===== src/rtl/mdu_issue_ctrl.sv =====
// EX-stage issue controller for the multiply/divide unit: stalls the pipeline, issues one
// M-op to the MDU with valid/busy, captures the result and hands it to writeback.
module mdu_issue_ctrl #(
  parameter int unsigned XLEN   = 32,
  parameter bit          DIV_EN = 1'b0
) (
  input  logic            clk,
  input  logic            rst,
  input  logic            ex_valid,
  input  logic [2:0]      ex_funct3,
  input  logic [XLEN-1:0] ex_rs1,
  input  logic [XLEN-1:0] ex_rs2,
  input  logic [4:0]      ex_rd,
  input  logic            flush,
  output logic            ex_stall,
  output logic            ill_op,
  output logic            mdu_in_valid,
  output logic [2:0]      mdu_funct3,
  output logic [XLEN-1:0] mdu_rs1,
  output logic [XLEN-1:0] mdu_rs2,
  input  logic            mdu_busy,
  input  logic            mdu_out_valid,
  input  logic [XLEN-1:0] mdu_result,
  output logic            cpu_busy,
  output logic            wb_valid,
  output logic [4:0]      wb_rd,
  output logic [XLEN-1:0] wb_data,
  input  logic            wb_ready,
  output logic [31:0]     mdu_cycles
);

  typedef enum logic [2:0] {
    StIdle,
    StIssue,
    StWait,
    StResp,
    StDrain
  } state_e;

  state_e state_q;

  logic in_idle, in_issue, in_wait, in_resp, in_drain;
  logic req, accept;

  assign in_idle  = (state_q == StIdle);
  assign in_issue = (state_q == StIssue);
  assign in_wait  = (state_q == StWait);
  assign in_resp  = (state_q == StResp);
  assign in_drain = (state_q == StDrain);

  // flush always wins over a new request
  assign req    = in_idle & ex_valid & ~flush;
  assign accept = req & (~ex_funct3[2] | DIV_EN);
  assign ill_op = req & ex_funct3[2] & ~DIV_EN;

  assign mdu_in_valid = in_issue;
  assign cpu_busy     = in_issue | in_wait | in_drain;
  assign wb_valid     = in_resp;
  assign ex_stall     = accept | in_issue | in_wait | in_drain | (in_resp & ~wb_ready);

  always_ff @(posedge clk) begin
    if (rst) begin
      state_q    <= StIdle;
      mdu_funct3 <= '0;
      mdu_rs1    <= '0;
      mdu_rs2    <= '0;
      wb_rd      <= '0;
      wb_data    <= '0;
      mdu_cycles <= '0;
    end else begin
      if (!in_idle) begin
        mdu_cycles <= mdu_cycles + 32'd1;
      end
      unique case (state_q)
        StIdle: begin
          if (accept) begin
            mdu_funct3 <= ex_funct3;
            mdu_rs1    <= ex_rs1;
            mdu_rs2    <= ex_rs2;
            wb_rd      <= ex_rd;
            state_q    <= StIssue;
          end
        end
        StIssue: begin
          // Once the MDU has taken the op it cannot be aborted, so a flush must drain it.
          if (!mdu_busy) begin
            state_q <= flush ? StDrain : StWait;
          end else if (flush) begin
            state_q <= StIdle;
          end
        end
        StWait: begin
          if (flush) begin
            state_q <= mdu_out_valid ? StIdle : StDrain;
          end else if (mdu_out_valid) begin
            wb_data <= mdu_result;
            state_q <= StResp;
          end
        end
        StResp: begin
          if (flush || wb_ready) begin
            state_q <= StIdle;
          end
        end
        StDrain: begin
          if (mdu_out_valid) begin
            state_q <= StIdle;
          end
        end
        default: state_q <= StIdle;
      endcase
    end
  end

endmodule


===== config.mk =====
export PLATFORM = sky130hd
export DESIGN_NAME = mdu_issue_ctrl
export DESIGN_NICKNAME = d
export VERILOG_FILES = /design/src/rtl/mdu_issue_ctrl.sv
export SDC_FILE = /design/constraint.sdc
export NUM_CORES = 1
export LEC_CHECK = 0
export ABC_AREA = 1
export CAP_MARGIN = 20
export CORE_MARGIN = 5
export CORE_UTILIZATION = 42
export CTS_BUF_LIST = sky130_fd_sc_hd__clkbuf_16
export CTS_CLUSTER_DIAMETER = 50
export CTS_CLUSTER_SIZE = 30
export DETAILED_ROUTE_END_ITERATION = 8
export GPL_TIMING_DRIVEN = 1
export HOLD_SLACK_MARGIN = 0.15
export PLACE_DENSITY = 0.8
export SETUP_SLACK_MARGIN = 0.1
export SLEW_MARGIN = 10
export SYNTH_ARGS = -nofsm -noshare
export SYNTH_HDL_FRONTEND = slang
export SYNTH_SLANG_ARGS = --single-unit

===== constraint.sdc =====
create_clock -name clk -period 1.9 [get_ports clk]
set_input_delay 0.285 -clock clk [delete_from_list [all_inputs] [get_ports clk]]
set_output_delay 0.285 -clock clk [all_outputs]
set_load 0.01 [all_outputs]

Word-level counts from Yosys, hierarchy flattened
Cells that the tools add are included.
{"block": "word_totals", "ff_bits": 139, "wordCells": 46, "input_bits": 111, "output_inout_bits": 141}
{"block": "classes", "n_bitwise": 14, "addsub": 1, "eq_ne": 9, "n_reduce_logical": 5, "mux": 10}
{"cell": "32-bit by 1-bit adder with 32-bit output, second input constant", "count": 1}
{"cell": "3-bit 2-to-1 mux", "count": 9}
{"cell": "3-bit case mux with 5 select lines", "count": 1}
{"cell": "3-bit by 2-bit == test with 1-bit output, second input constant", "count": 2}
{"cell": "3-bit != test, second input constant", "count": 2}
{"cell": "1-bit OR", "count": 6}
{"cell": "1-bit bitwise AND", "count": 5}
{"cell": "5-bit AND reduction", "count": 1}
{"cell": "2-bit by 1-bit != test with 1-bit output, second input constant", "count": 2}
{"cell": "3-bit by 1-bit == test with 1-bit output, second input constant", "count": 1}
{"cell": "3-bit == test, second input constant", "count": 1}
{"cell": "3-bit logical NOT", "count": 1}
{"cell": "1-bit NOT", "count": 3}
{"cell": "3-bit AND reduction", "count": 1}
{"cell": "2-bit != test, second input constant", "count": 1}
{"cell": "2-bit AND reduction", "count": 1}
{"cell": "1-bit logical OR", "count": 1}

Depth between registers and ports, before layout
{"block": "logic_depth", "word_depth": 8, "mapped_depth": 11}

Worst setup path before layout
OpenSTA, ideal clock, no wires.
{"block": "synth_timing", "kind": "flip-flop to output port", "start": "reg state_q[1]", "end": "out ill_op", "slack_ns": 0.410, "path_stages_with_launch": 7, "t_required_ns": 1.615, "arrival_ns": 1.205, "path_cell_list": "dfxtp_1 > buf_4 > inv_2 > nand2_4 > buf_6 > buf_2 > nor4_1"}
{"block": "synth_between", "elab_chain_len": 4}
{"item": "start, declared", "line_no": "40", "source": "state_e state_q;"}
{"item": "start signal, assigned", "line_no": "63", "source": "state_q <= StIdle;"}
{"item": "start signal, assigned", "line_no": "81", "source": "state_q <= StIssue;"}
{"item": "start signal, assigned", "line_no": "87", "source": "state_q <= flush ? StDrain : StWait;"}
{"item": "3-bit logical NOT", "line_no": "45", "source": "assign in_idle = (state_q == StIdle);"}
{"item": "1-bit bitwise AND (2 in series)", "line_no": "52", "source": "assign req = in_idle & ex_valid & ~flush;"}
{"item": "1-bit bitwise AND", "line_no": "54", "source": "assign ill_op = req & ex_funct3[2] & ~DIV_EN;"}
{"item": "end, declared", "line_no": "16", "source": "output logic ill_op,"}
Every way passes these cells.

Worst setup path after layout
{"block": "layout_timing", "start": "reg state_q[2]", "end": "out wb_valid"}
{"block": "layout_between", "elab_chain_len": 1}
{"item": "3-bit by 2-bit == test with 1-bit output", "line_no": "48", "source": "assign in_resp = (state_q == StResp);"}
{"item": "end, declared", "line_no": "25", "source": "output logic wb_valid,"}
Every way passes these cells.

==> flow_summary.rst <==
.. list-table::
   :header-rows: 1

   * - Metric
     - Value
   * - Outcome
     - completed
   * - Clock slew seen by the registers of the worst setup and hold paths
     - 0.06 ns
   * - Fraction of layout cells with a size suffix above 1
     - 6.893%
   * - Switching Share
     - 23.01%
   * - Number of warnings issued by yosys
     - 0
   * - Number of global-route vias before repair
     - 5452
   * - Number of buffers created by CTS
     - 17
   * - First-pass GRT wire length
     - 26690 µm
   * - Post-route clock skew
     - 0.005683 ns
   * - Cell area after synthesis
     - 0.005761 mm²
   * - Synthesized netlist cell count
     - 772
   * - Type of destination of the critical path
     - output port
   * - Flop and latch count out of synthesis
     - 139
   * - Reg2reg end
     - mdu_cycles[13]
   * - Setup repair after global routing missed its margin
     - yes
   * - Share of the synthesized area in compound gates (AO/OA/AOI/OAI)
     - 18.77%
   * - Adder-Cell Fraction of Synth Area
     - 0.2172%
   * - Die Y-Extent
     - 127.1 µm
   * - Clk sinks
     - 139
   * - Multiplexer fraction of the synthesized cell area
     - 0%
   * - Total gr overflow
     - 0
   * - Pin slew with the least headroom to its limit
     - 0.4760 ns
   * - Min cycle time layout
     - 1.722 ns
   * - Total Die Area
     - 0.01616 mm²
   * - Sw Pwr
     - 1560 µW
   * - Floorplan Core Area
     - 0.01335 mm²
   * - Hold violation count in the final report
     - 0
   * - Xor/xnor cell area share of the yosys netlist
     - 0.4561%
   * - Reg2Reg Setup Slack
     - 0.22 ns
   * - CTS Hold Bufs
     - 0
   * - Worst reg-to-reg path cell count
     - 8
   * - Total I/O pin count
     - 252
   * - Number of antenna violations at the first check in global routing
     - 0
   * - Clock insertion delay at the later pin of the skew report
     - 0.41 ns
   * - Maxcap violations
     - 0
   * - Critical path's slowest cell
     - sky130_fd_sc_hd__dfxtp_2
   * - Number of antenna repair diodes
     - 0
   * - Register Area
     - 0.002788 mm²
   * - Combinational Power Share
     - 12.5%
   * - Main combinational cell family by area after synthesis
     - simple AND/OR/NAND/NOR gates
   * - Delay of the slowest cell on the worst path
     - 0.34 ns
   * - Clock Tree Root
     - sky130_fd_sc_hd__clkbuf_16
   * - Initial Util
     - 43.16%
   * - Post-CTS Setup Inserts
     - 0
   * - Pins Over Slew Limit
     - 0
   * - Fraction of registers with async set or reset after synthesis
     - 0%
   * - Number of core rows
     - 42
   * - Worst hold-check path type
     - flop to flop
   * - Most common library cell in the layout ignoring fill and taps
     - sky130_fd_sc_hd__clkdlybuf4s50_1
   * - Startpoint of the most critical hold path
     - mdu_rs1[8]
   * - Number of nets in the finished design
     - 1132
   * - Worst vdd ir
     - 658.8 µV
   * - Count of flip-flops with a built-in enable after synthesis
     - 0
   * - Mean post-synth cell area
     - 7.462 µm²
   * - Via count
     - 5795
   * - Critical path start-end classification
     - flop to output port
   * - Crit path DAT
     - 1.44 ns
   * - CP Cell Sequence
     - inv_1, nand2_1, buf_4, nor2_1, clkdlybuf4s15_1
   * - Drt total wl
     - 17130 µm
   * - Number of nets produced by synthesis
     - 884
   * - Sequential share of power
     - 45.4%
   * - Tot GR Track Use
     - 20.72%
   * - Total power after layout
     - 6780 µW
   * - Routed via count divided by cell count
     - 4.805
   * - Final setup violation count
     - 0
   * - Area growth from synthesis to layout
     - 55.32%
   * - Clock network fraction of total power
     - 42.1%
   * - Count of cell types in the netlist
     - 31
   * - Share of synthesized area occupied by flip-flops and latches
     - 48.31%
   * - Top FF cell, synth
     - sky130_fd_sc_hd__dfxtp_1
   * - Total power density per cell area
     - 757.8 mW/mm²
   * - Worst-case hold path end point
     - mdu_rs1[8]
   * - Post-route cell area
     - 0.008947 mm²
   * - Basic-gate share of the synthesized area counting and, or, nand and nor cells
     - 19.98%
   * - CTS tree
     - yes
   * - Filler Cells Inserted
     - 1158
   * - Max H-tree Level
     - 4
   * - Number of detailed-routing iterations run before antenna repair
     - 4
   * - Reg-to-reg startpoint
     - state_q[1]
   * - Share of the cycle needed by the critical path after routing
     - 90.66%
   * - Most frequent cells in the layout
     - 246 x sky130_fd_sc_hd__clkdlybuf4s50_1, 135 x sky130_fd_sc_hd__dfxtp_1, 128 x sky130_fd_sc_hd__inv_1
   * - Static Leak
     - 0.003270 µW
   * - Die width
     - 127.1 µm
   * - Antenna violation net count after detailed routing
     - 0
   * - Cell internal power dissipation
     - 5220 µW
   * - Post-Route Hold Slack
     - 0.4391 ns
   * - Slew margin rel.
     - 68.00%
   * - Footprint of the multi-input gates
     - 0.002271 mm²
   * - DP HPWL
     - 12380 µm
   * - Average wire per cell in the routed design
     - 14.21 µm
   * - Gp weighted congestion
     - 0.8833
   * - Total of buffers placed on input and output ports
     - 251
   * - Maximum clock path buffer count
     - 2
   * - Total Negative Setup Slacks
     - 0 ns
   * - Standard cell area after detailed placement
     - 0.008463 mm²
   * - Number of DRC violations after detailed routing
     - 0
   * - Number of design-rule violations left by the first detailed-router iteration
     - 378
   * - Pin count of the biggest net entering global routing
     - 125
   * - CP startpoint kind
     - flop
   * - Peak clock frequency supported by timing
     - 580.6 MHz
   * - Hold path cells
     - 2
   * - Worst EP required
     - 1.62 ns
   * - Critical path peak fanout
     - 3
   * - Post-layout util
     - 67.03%
power by group through the flow:
stage,sequential (µW),clock [µW],combinational (µW)
floorplan,3180,0,282
global placement,3130,0,850
detailed placement,3140,0,860
CTS,3080,2920,861
global route,3090,3040,925
finish,3080,2860,847
metrics by stage:
stage,setup WS [ns],std cells
floorplan,0.4101,772
global placement,-0.08186,1177
finish,0.1775,1206
detailed placement,-0.1238,1177
global route,0.08477,1206
CTS,0.1116,1206
synth_stat cells (2+ instances only):
cell type / n / area (µm²)
sky130_fd_sc_hd__nand2_1: 107 / 401.6
sky130_fd_sc_hd__nand3b_1: 2 / 15.01
sky130_fd_sc_hd__buf_2: 10 / 50.05
sky130_fd_sc_hd__nor2_1: 52 / 195.2
sky130_fd_sc_hd__nor3_1: 7 / 35.03
sky130_fd_sc_hd__o21a_1: 2 / 15.01
sky130_fd_sc_hd__nand4_1: 11 / 68.82
sky130_fd_sc_hd__inv_1: 122 / 457.9
sky130_fd_sc_hd__dfxtp_1: 139 / 2783
sky130_fd_sc_hd__buf_6: 8 / 90.09
sky130_fd_sc_hd__xor2_1: 2 / 17.52
sky130_fd_sc_hd__nor2_4: 5 / 56.30
sky130_fd_sc_hd__nand3_1: 50 / 250.2
sky130_fd_sc_hd__inv_2: 3 / 11.26
sky130_fd_sc_hd__a21oi_1: 122 / 610.6
sky130_fd_sc_hd__nand2_2: 4 / 25.02
sky130_fd_sc_hd__nor2_2: 5 / 31.28
sky130_fd_sc_hd__o31ai_1: 2 / 15.01
sky130_fd_sc_hd__clkbuf_1: 24 / 90.09
sky130_fd_sc_hd__o21ai_0: 84 / 420.4
worst max path at each step:
| stage | from | to | slack [ns] | cells after the start |
|---|---|---|---|---|
| 2_1_floorplan | state_q[1] | ill_op | 0.41 | 6 |
| 3_3_place_gp | ex_funct3[2] | ill_op | -0.08 | 4 |
| 3_5_place_dp | ex_funct3[2] | ill_op | -0.12 | 4 |
| 4_1_cts | state_q[2] | cpu_busy | 0.11 | 5 |
| 5_1_grt | state_q[2] | wb_valid | 0.08 | 5 |
| 6_report | state_q[2] | wb_valid | 0.18 | 5 |
layer usage:
layer / share of wire (%) / GRT usage, % / up-vias
met3: 11 / 10.23 / 26
li1: - / - / 2977
met4: 2.0 / 7.382 / 0
met5: 0 / 0 / -
met1: 39 / 22.60 / 2576
met2: 48 / 34.96 / 216
critical path: cells and delay by family (launching register included):
| family | cells | cell delay (ns) |
|---|---|---|
| flip-flops | 1 | 0.34 |
| buffers and inverters | 3 | 0.49 |
| AND/OR/NAND/NOR | 2 | 0.20 |
cell families (layout without fill, tap and decap cells):
group                    count (synthesis)  count (layout)
AO/OA/AOI/OAI                          213             213
XOR/XNOR                                 3               3
adder cells (fa/ha/maj)                  1               1
buffers and inverters                  168             426
flip-flops                             139             139
AND/OR/NAND/NOR                        248             248
layout make-up:
cell class,instances,share of cell area (%)
clock inverters,12,0.8251
inverters,125,5.244
clock buffers,17,4.755
multi-input cells,465,25.38
flip-flops and latches,139,31.16
repair buffers,272,30.18
well taps,176,2.461
state kept, by name, indices dropped and copies added, names as in the netlist:
name	flops
mdu_cycles	32
mdu_rs1	32
mdu_rs2	32
wb_data	32
wb_rd	5
mdu_funct3	3
state_q	3
timing repair:
action | 4_1_cts | 5_1_grt
setup endpoints to repair | 5 | 6
resized for setup | 14 | 7
pin swaps | 0 | 1
(Power assumes the default switching activity.)
